==> src/rtl/taylor_coef_seq_pkg.sv <==
// Shared mode encoding, FSM state type and the elaboration-time reciprocal
// generator used to fill the coefficient ROM.
package taylor_coef_seq_pkg;

    localparam logic MODE_EXP  = 1'b0;
    localparam logic MODE_COSH = 1'b1;

    typedef enum logic [1:0] {
        ST_IDLE,
        ST_RUN,
        ST_FIN
    } state_t;

    // floor(2^w / n) as UQ0.w; n=1 would need w+1 bits so it saturates to all ones.
    function automatic logic [63:0] recip(input int n, input int w);
        logic [63:0] full;
        full = 64'd1 << w;
        if (n <= 0) return 64'd0;
        if (n == 1) return full - 64'd1;
        return full / 64'(n);
    endfunction

endpackage

==> src/rtl/taylor_coef_seq_recip_rom.sv <==
// Combinational 1/n ROM; every entry is a constant computed at elaboration.
module recip_rom #(
    parameter int W     = 16,
    parameter int MAX_N = 16,
    parameter int NW    = $clog2(MAX_N + 1)
) (
    input  logic [NW-1:0] idx,
    output logic [W-1:0]  data
);
    import taylor_coef_seq_pkg::*;

    // Full power-of-two depth so any index decodes; entries past MAX_N read zero.
    localparam int DEPTH = 1 << NW;

    logic [W-1:0] rom [DEPTH];

    for (genvar g = 0; g < DEPTH; g++) begin : g_entry
        localparam logic [63:0] VAL = (g >= 1 && g <= MAX_N) ? recip(g, W) : 64'd0;
        assign rom[g] = VAL[W-1:0];
    end

    assign data = rom[idx];

endmodule

==> src/rtl/taylor_coef_seq.sv <==
// Streams Horner-order reciprocal coefficients for the exp/cosh Taylor datapath
// over a valid/ready interface, one beat per cycle when the sink is ready.
module taylor_coef_seq #(
    parameter int W     = 16,
    parameter int MAX_N = 16,
    parameter int NW    = $clog2(MAX_N + 1)
) (
    input  logic          clk,
    input  logic          rst,
    input  logic          start,
    input  logic          mode,
    input  logic [NW-1:0] terms,
    input  logic          abort,
    output logic          busy,
    output logic          out_valid,
    input  logic          out_ready,
    output logic [W-1:0]  coef,
    output logic [NW-1:0] coef_n,
    output logic          pair_hi,
    output logic          last,
    output logic          done
);
    import taylor_coef_seq_pkg::*;

    if (MAX_N < 2 || (MAX_N % 2) != 0) begin : g_bad_max_n
        $error("taylor_coef_seq: MAX_N must be even and at least 2");
    end

    localparam logic [NW-1:0] EXP_CAP  = NW'(MAX_N);
    localparam logic [NW-1:0] PAIR_CAP = NW'(MAX_N / 2);
    localparam logic [NW-1:0] ONE      = NW'(1);

    state_t        state_q, state_d;
    logic          mode_q, mode_d;
    logic [NW-1:0] n_q, n_d;
    logic [W-1:0]  coef_q;
    logic [W-1:0]  rom_data;
    logic [NW-1:0] exp_cnt, pair_cnt, top_n;
    logic          accept;

    // Clamped starting index; a cosh pair count of k starts the walk at n = 2k.
    always_comb begin
        exp_cnt  = (terms > EXP_CAP) ? EXP_CAP : terms;
        pair_cnt = (terms > PAIR_CAP) ? PAIR_CAP : terms;
        top_n    = (mode == MODE_COSH) ? (pair_cnt << 1) : exp_cnt;
    end

    assign accept = (state_q == ST_IDLE) && start && !abort;

    // NOTE: sequential state uses non-blocking assignments so every register
    // samples the pre-edge value of its neighbours regardless of block order.
    always_ff @(posedge clk) begin
        if (rst) state_q <= ST_IDLE;
        else     state_q <= state_d;
    end

    // NOTE: state_d gets a default before the case so no path leaves it
    // unassigned, which would otherwise infer a latch.
    always_comb begin
        state_d = state_q;
        unique case (state_q)
            ST_IDLE: begin
                if (accept) state_d = (top_n == '0) ? ST_FIN : ST_RUN;
            end
            ST_RUN: begin
                if (abort)                          state_d = ST_IDLE;
                else if (out_ready && (n_q == ONE)) state_d = ST_FIN;
            end
            ST_FIN:  state_d = ST_IDLE;
            default: state_d = ST_IDLE;
        endcase
    end

    // Index walk: load on accept, step on transfer, hold on stall, clear otherwise.
    always_comb begin
        n_d    = '0;
        mode_d = mode_q;
        if (accept) mode_d = mode;
        if (state_d == ST_RUN) begin
            if (state_q == ST_IDLE) n_d = top_n;
            else if (out_ready)     n_d = n_q - ONE;
            else                    n_d = n_q;
        end
    end

    recip_rom #(
        .W     (W),
        .MAX_N (MAX_N),
        .NW    (NW)
    ) u_rom (
        .idx  (n_d),
        .data (rom_data)
    );

    // NOTE: reset clears every datapath register, including coef, so the
    // outputs read zero after rst exactly as they do at power-up.
    always_ff @(posedge clk) begin
        if (rst) begin
            mode_q <= MODE_EXP;
            n_q    <= '0;
            coef_q <= '0;
        end else begin
            mode_q <= mode_d;
            n_q    <= n_d;
            coef_q <= rom_data;
        end
    end

    always_comb begin
        busy      = 1'b0;
        out_valid = 1'b0;
        done      = 1'b0;
        pair_hi   = 1'b0;
        last      = 1'b0;
        unique case (state_q)
            ST_RUN: begin
                busy      = 1'b1;
                out_valid = 1'b1;
                pair_hi   = (mode_q == MODE_COSH) && !n_q[0];
                last      = (n_q == ONE);
            end
            ST_FIN:  done = 1'b1;
            default: ;
        endcase
    end

    assign coef   = coef_q;
    assign coef_n = n_q;

endmodule
==> config.mk <==
export PLATFORM = sky130hd
export DESIGN_NAME = taylor_coef_seq
export DESIGN_NICKNAME = d
export VERILOG_FILES = /design/src/rtl/taylor_coef_seq_pkg.sv /design/src/rtl/taylor_coef_seq_recip_rom.sv /design/src/rtl/taylor_coef_seq.sv
export SDC_FILE = /design/constraint.sdc
export NUM_CORES = 1
export LEC_CHECK = 0
export ABC_AREA = 1
export CAP_MARGIN = 0
export CELL_PAD_IN_SITES_DETAIL_PLACEMENT = 0
export CELL_PAD_IN_SITES_GLOBAL_PLACEMENT = 1
export CORE_UTILIZATION = 30
export CTS_BUF_LIST = sky130_fd_sc_hd__clkbuf_8
export DETAILED_ROUTE_END_ITERATION = 10
export PLACE_DENSITY_LB_ADDON = 0.3
export SLEW_MARGIN = 40
export SYNTH_ARGS = -nofsm -noshare
export SYNTH_HDL_FRONTEND = slang
export SYNTH_HIERARCHICAL = 1
export SYNTH_SLANG_ARGS = --single-unit
==> constraint.sdc <==
create_clock -name clk -period 4.7 [get_ports clk]
set_clock_uncertainty 0.05 [all_clocks]
set_input_delay 0.47 -clock clk [delete_from_list [all_inputs] [get_ports clk]]
set_output_delay 0.47 -clock clk [all_outputs]
set_load 0.05 [all_outputs]
# ---- Yosys cells after proc, flatten, opt, wreduce, memory -nomap -nowiden
# Memory sizes are Yosys's and may differ from the RTL's. A register that Yosys moved wholly into a read port is not among the register bits.
# Cells that the tools add are included.
dict set report op_classes {
  bitwise_logic 1
  add_sub_neg 1
  muxes 15
  eq_ne 4
  reduce_logical 8
  order_cmp 2
}
# cell count
set op_table {}
lappend op_table {{5-bit 2-to-1 mux} 5}
lappend op_table {{2-bit 2-to-1 mux} 4}
lappend op_table {{5-bit NOT with 6-bit output} 1}
lappend op_table {{5-bit by 1-bit equality test with 1-bit output (second input constant)} 1}
lappend op_table {{5-bit by 4-bit > comparator with 1-bit output (second input constant)} 1}
lappend op_table {{5-bit > comparator (second input constant)} 1}
lappend op_table {{5-bit logical NOT} 1}
lappend op_table {{5-bit by 1-bit subtractor with 5-bit output (second input constant)} 1}
lappend op_table {{2-bit by 1-bit equality test with 1-bit output (second input constant)} 2}
lappend op_table {{1-bit logical AND} 4}
lappend op_table {{1-bit 2-to-1 mux} 4}
lappend op_table {{4-bit 2-to-1 mux} 1}
lappend op_table {{2-bit case mux with 2 select lines} 1}
lappend op_table {{2-bit equality test (second input constant)} 1}
lappend op_table {{1-bit logical NOT} 2}
lappend op_table {{2-bit logical NOT} 1}
dict set report word_totals {
  regBits 8
  mem_count 1
  output_inout_bits 26
  rom_bits 512
}
# memory depth width rd rd_clocked_by_memory_dff wr line
set memory_table {}
lappend memory_table {{(no name shown)} 32 16 1 1 0 taylor_coef_seq_recip_rom.sv:22} ;# assign data = rom[idx];

# ---- Depth between registers and ports, before layout
dict set report logic_depth {
  ltp_word 10
  depth_mapped 20
}

# ---- Modules after synthesis
# Netlist, hierarchy kept.
# mod instances area_each_um2 seq_area_each_um2 cells_per_inst
set modules_own_cells {}
lappend modules_own_cells {taylor_coef_seq 1 1103.6 480.5 165}
lappend modules_own_cells {recip_rom 1 444.2 0.0 77}

# ---- Worst setup path before layout
# OpenSTA, ideal clock, no wires.
dict set report synth_path {
  kind {register -> register}
  from {register state_q[0]}
  to {register coef_q[5] (netlist: coef[5])}
  slack_ns 1.929
  t_required_ns 4.522
  synth_period_minus_slack_ns 2.771
  setup_time_ns 0.128
  arrival_time_ns 2.594
  stages_incl_launch_ff 15
  n_path_buf 0
  path_cell_list {dfxtp_1 -> inv_1 -> nor2_1 -> o211ai_1 -> nand2_2 -> nand2_1 -> inv_1 -> inv_1 -> ha_1 -> inv_1 -> nand2_1 -> nand4_1 -> nand2_1 -> inv_1 -> nor2_1}
}
dict set report synth_via {
  elab_chain_cells 8
  elab_cells_between_ends 12
  classes_between {eq/ne: 2; mux: 6; bitwise: 1; reduce/logical: 3}
}
# element line
set synth_rtl {}
lappend synth_rtl {{start: declaration} taylor_coef_seq.sv:33} ;# state_t state_q, state_d;
lappend synth_rtl {{start signal: assignment} taylor_coef_seq.sv:54} ;# else state_q <= state_d;
lappend synth_rtl {{2-bit logical NOT} {taylor_coef_seq.sv:48, taylor_coef_seq.sv:61, taylor_coef_seq.sv:80}}
lappend synth_rtl {{1-bit logical AND (2 in a row)} taylor_coef_seq.sv:48} ;# assign accept = (state_q == ST_IDLE) && start && !abort;
lappend synth_rtl {{2-bit 2-to-1 mux} taylor_coef_seq.sv:63} ;# if (accept) state_d = (top_n == '0) ? ST_FIN : ST_RUN;
lappend synth_rtl {{2-bit case mux with 2 select lines} taylor_coef_seq.sv:61} ;# unique case (state_q)
lappend synth_rtl {{2-bit by 1-bit equality test with 1-bit output} taylor_coef_seq.sv:79} ;# if (state_d == ST_RUN) begin
lappend synth_rtl {{5-bit 2-to-1 mux *} taylor_coef_seq.sv:79}
lappend synth_rtl {{via n_d[0]} taylor_coef_seq.sv:35} ;# logic [NW-1:0] n_q, n_d;
lappend synth_rtl {{5-bit NOT with 6-bit output (implied by the code) *} taylor_coef_seq_recip_rom.sv:22}
lappend synth_rtl {{end: declaration} taylor_coef_seq.sv:36} ;# logic [W-1:0] coef_q;
# The timed path passes the listed nets; every way through them passes the cells marked *.
# A chain may end at the register's enable or synchronous reset.

# ---- Worst setup path after layout
dict set report layout_path {
  from {input mode}
  to {register coef_q[9] (netlist: coef[9])}
}
dict set report layout_via {
  elab_chain_cells 8
  elab_cells_between_ends 9
  classes_between {eq/ne: 1; mux: 6; bitwise: 1; reduce/logical: 1}
}
# element line
set layout_rtl {}
lappend layout_rtl {{start: declaration} taylor_coef_seq.sv:11} ;# input logic mode,
lappend layout_rtl {{5-bit 2-to-1 mux *} taylor_coef_seq.sv:45} ;# top_n = (mode == MODE_COSH) ? (pair_cnt << 1) : exp_cnt;
lappend layout_rtl {{5-bit logical NOT} taylor_coef_seq.sv:63}
lappend layout_rtl {{2-bit 2-to-1 mux (2 in a row)} taylor_coef_seq.sv:63}
lappend layout_rtl {{2-bit case mux with 2 select lines} taylor_coef_seq.sv:61}
lappend layout_rtl {{2-bit by 1-bit equality test with 1-bit output} taylor_coef_seq.sv:79}
lappend layout_rtl {{5-bit 2-to-1 mux *} taylor_coef_seq.sv:79}
lappend layout_rtl {{via n_d[0]} taylor_coef_seq.sv:35}
lappend layout_rtl {{5-bit NOT with 6-bit output (implied by the code) *} taylor_coef_seq_recip_rom.sv:22}
# Marked as above.

==> impl_metrics.tcl <==
set metrics [dict create \
    status "complete, no violations" \
    total_power_uw 550 \
    startpoint_type "input port" \
    synth_fp_nets 262 \
    path_delay_family "buffers and inverters" \
    worstMarginPinSlew_ns 0.503 \
    hold_viol_final 0 \
    cts_tree "built" \
    hold_ws_ns 0.429 \
    worstSetupPathType "in -> reg" \
    end_kind "flop" \
    yosysUniqueCellTypes 30 \
    ys_seq_area_share_pct 31.0 \
    worst_ir_drop_vdd_mv 0.110 \
    p_per_area_nw_per_um2 273 \
    postSynthAreaPerCell_um2 6.40 \
    finalMaxSlewViolations 0 \
    final_util_pct 41.5 \
    place_congestion 0.895 \
    coreArea_um2 4850 \
    setup_tns_ns 0 \
    grt_pass1_vias 1414 \
    pre_cts_ws_ns 1.54 \
    synth-seq-cells 24 \
    ys_warn_count 6 \
    layout_min_cycle_time_ns 2.86 \
    drive_above_1_share_pct 8.33 \
    ant_nets 0 \
    die_y_um 73.8 \
    num_vias 1496 \
    syn_to_final_growth_pct 30.1 \
    critPathBufInv 5 \
    grt.busiest_layer "met2" \
    arrival_ns 2.96 \
    grt-ovfl-total 0 \
    clk_latency_ns 0.26 \
    max_cap_violations 0 \
    cts_made_buffers 3 \
    wl_per_cell_um 10.2 \
    antenna_found_initial 0 \
    port_buffers 36 \
    setup_ws_ns 1.84 \
    viasPerCell 4.36 \
    hold_class "reg -> reg" \
    antenna_cells 0 \
    wirelength_um 3480 \
    ctsHtreeMaxLevel 1 \
    p_leak_uw 0.000932 \
    hold_buffers 0 \
    grt_usage_pct 14.4 \
    syn_inst 242 \
    slowest_delay_ns 0.64 \
    grtUsageMet1_pct 19.9 \
    postCtsResizedCells 0 \
    syn_area_um2 1550 \
    worstPathCellList "clkdlybuf4s50_1 -> nand4_1 -> o21ai_0 -> nor2_1 -> nand2_1 -> nand2_1 -> nand2_2 -> nand2_1 -> inv_1 -> inv_1 -> ha_1 -> inv_1 -> nand2_1 -> nand4_1 -> nand2_1 -> inv_1 -> nor2_1" \
    grt_setup_unrepaired "false" \
    die_area_um2 5450 \
    post-cts-setup-buffers 0 \
    path_clk_slew_ns 0.09 \
    start_util_pct 31.9 \
    cpMostUsedCell "nand2_1" \
    root_buffer "clkbuf_8" \
    critical_path.max_fanout 10 \
    max_slew_margin_pct 66.4 \
    hpwl_um 2710 \
    cts.sinks 24 \
    rows 25 \
    fin_crit_sh_pct 60.8 \
    fin_nets 297 \
    grt_max_degree 25 \
    drtIter0Drc 82 \
    clk_path_buf_depth 2 \
    grt.met2_usage_pct 23.2 \
    crit_slowest_cell "clkdlybuf4s50_1" \
    worstPathRequired_ns 4.80 \
    setup_viol 0 \
    firstDrtPassIters 4 \
    grtUsageMet3_pct 1.78 \
    io_pins 37 \
    drc 0 \
    die_x_um 73.8 \
    grt_pass1_wl_um 6150 \
    max_freq_ghz 0.350 \
]
[path summary, 6_finish.rpt]
check	from	to	slack (ns)	cells after the start
setup / recovery	mode	coef[9]$_SDFF_PP0_	1.84	17
hold / removal	mode_q$_SDFFE_PP0P_	mode_q$_SDFFE_PP0P_	0.43	2
setup reg to reg	state_q[1]$_SDFF_PP0_	coef[9]$_SDFF_PP0_	2.17	15
hold reg to reg	mode_q$_SDFFE_PP0P_	mode_q$_SDFFE_PP0P_	0.43	2
[cell usage after synthesis]
| cell | count | area, um^2 |
|---|---|---|
| o22ai_1 | 1 | 6.26 |
| inv_4 | 1 | 6.26 |
| nand4_1 | 4 | 25.0 |
| o21ai_0 | 6 | 30.0 |
| nand2_2 | 4 | 25.0 |
| nand3_2 | 1 | 10.0 |
| inv_2 | 4 | 15.0 |
| nand3b_1 | 1 | 7.51 |
| nor2_2 | 2 | 12.5 |
| a21oi_1 | 11 | 55.1 |
| xnor2_1 | 1 | 8.76 |
| ha_1 | 9 | 113 |
| o211ai_1 | 1 | 7.51 |
| inv_1 | 51 | 191 |
| nand2_1 | 48 | 180 |
| o21ai_2 | 1 | 8.76 |
| a21oi_4 | 1 | 16.3 |
| nand2_4 | 1 | 11.3 |
| dfxtp_1 | 24 | 480 |
| nor3_2 | 2 | 20.0 |
| mux2i_1 | 1 | 10.0 |
| nor2_1 | 42 | 158 |
| xor2_1 | 1 | 8.76 |
| o21ai_1 | 2 | 10.0 |
| buf_4 | 2 | 15.0 |
| buf_6 | 2 | 22.5 |
| nand3_1 | 14 | 70.1 |
| a21oi_2 | 1 | 8.76 |
| o21a_1 | 1 | 7.51 |
| clkbuf_1 | 2 | 7.51 |
[cell type report]
type	count	area, um^2
clock inverter	1	30.0
tap	67	83.8
sequential	24	480
fill	537	2840
inverter	56	213
timing repair buffer	36	355
multi-input combinational	156	810
clock buffer	3	41.3
[metrics by stage]
stage / instance area (um^2) / instances
final: 2010 / 343
after global routing: 2010 / 343
after CTS: 2010 / 343
after detailed placement: 1940 / 339
after global placement: 1950 / 339
after floorplan: 1550 / 242
[kinds of logic (layout without fill, tap and decap cells)]
family | Yosys count | count (layout) | synth area share, %
xor+xnor | 2 | 2 | 1.13
buf+inv | 62 | 96 | 16.7
compound gates | 25 | 25 | 9.70
flops | 24 | 24 | 31.0
simple gates | 119 | 119 | 33.5
fa+ha+maj | 9 | 9 | 7.28
mux | 1 | 1 | 0.647
[where the power goes]
group | switching, uW | total (uW) | internal, uW
registers | 3.90 | 217 | 213
logic | 101 | 152 | 50.8
clock network | 67.7 | 181 | 114
total | 173 | 550 | 378
[sequential cells by signal (all words and copies together) (netlist names)]
signal   count
coef        16
state_q      2
coef_n       5
mode_q       1
[tightest hold or removal path: stages (launching register included)]
cell,delay (ns)
dfxtp_1,0.32
nand2_1,0.06
a21oi_1,0.05
[metal layers]
layer  part of all wire, %  up-vias
met5                     0        -
met4                  0.78        0
met3                   3.0        2
met2                    41       36
met1                    55      661
li1                      -      797
[cell usage in the layout (no fill, tap or decap), types with 6 or more instances in the layout]
cell type / Yosys / routed
o21ai_0: 6 / 6
dfxtp_1: 24 / 24
ha_1: 9 / 9
a21oi_1: 11 / 11
nand3_1: 14 / 14
nor2_1: 42 / 42
clkdlybuf4s50_1: 0 / 35
inv_1: 51 / 51
nand2_1: 48 / 48
Power figures use the tool's default switching activity.
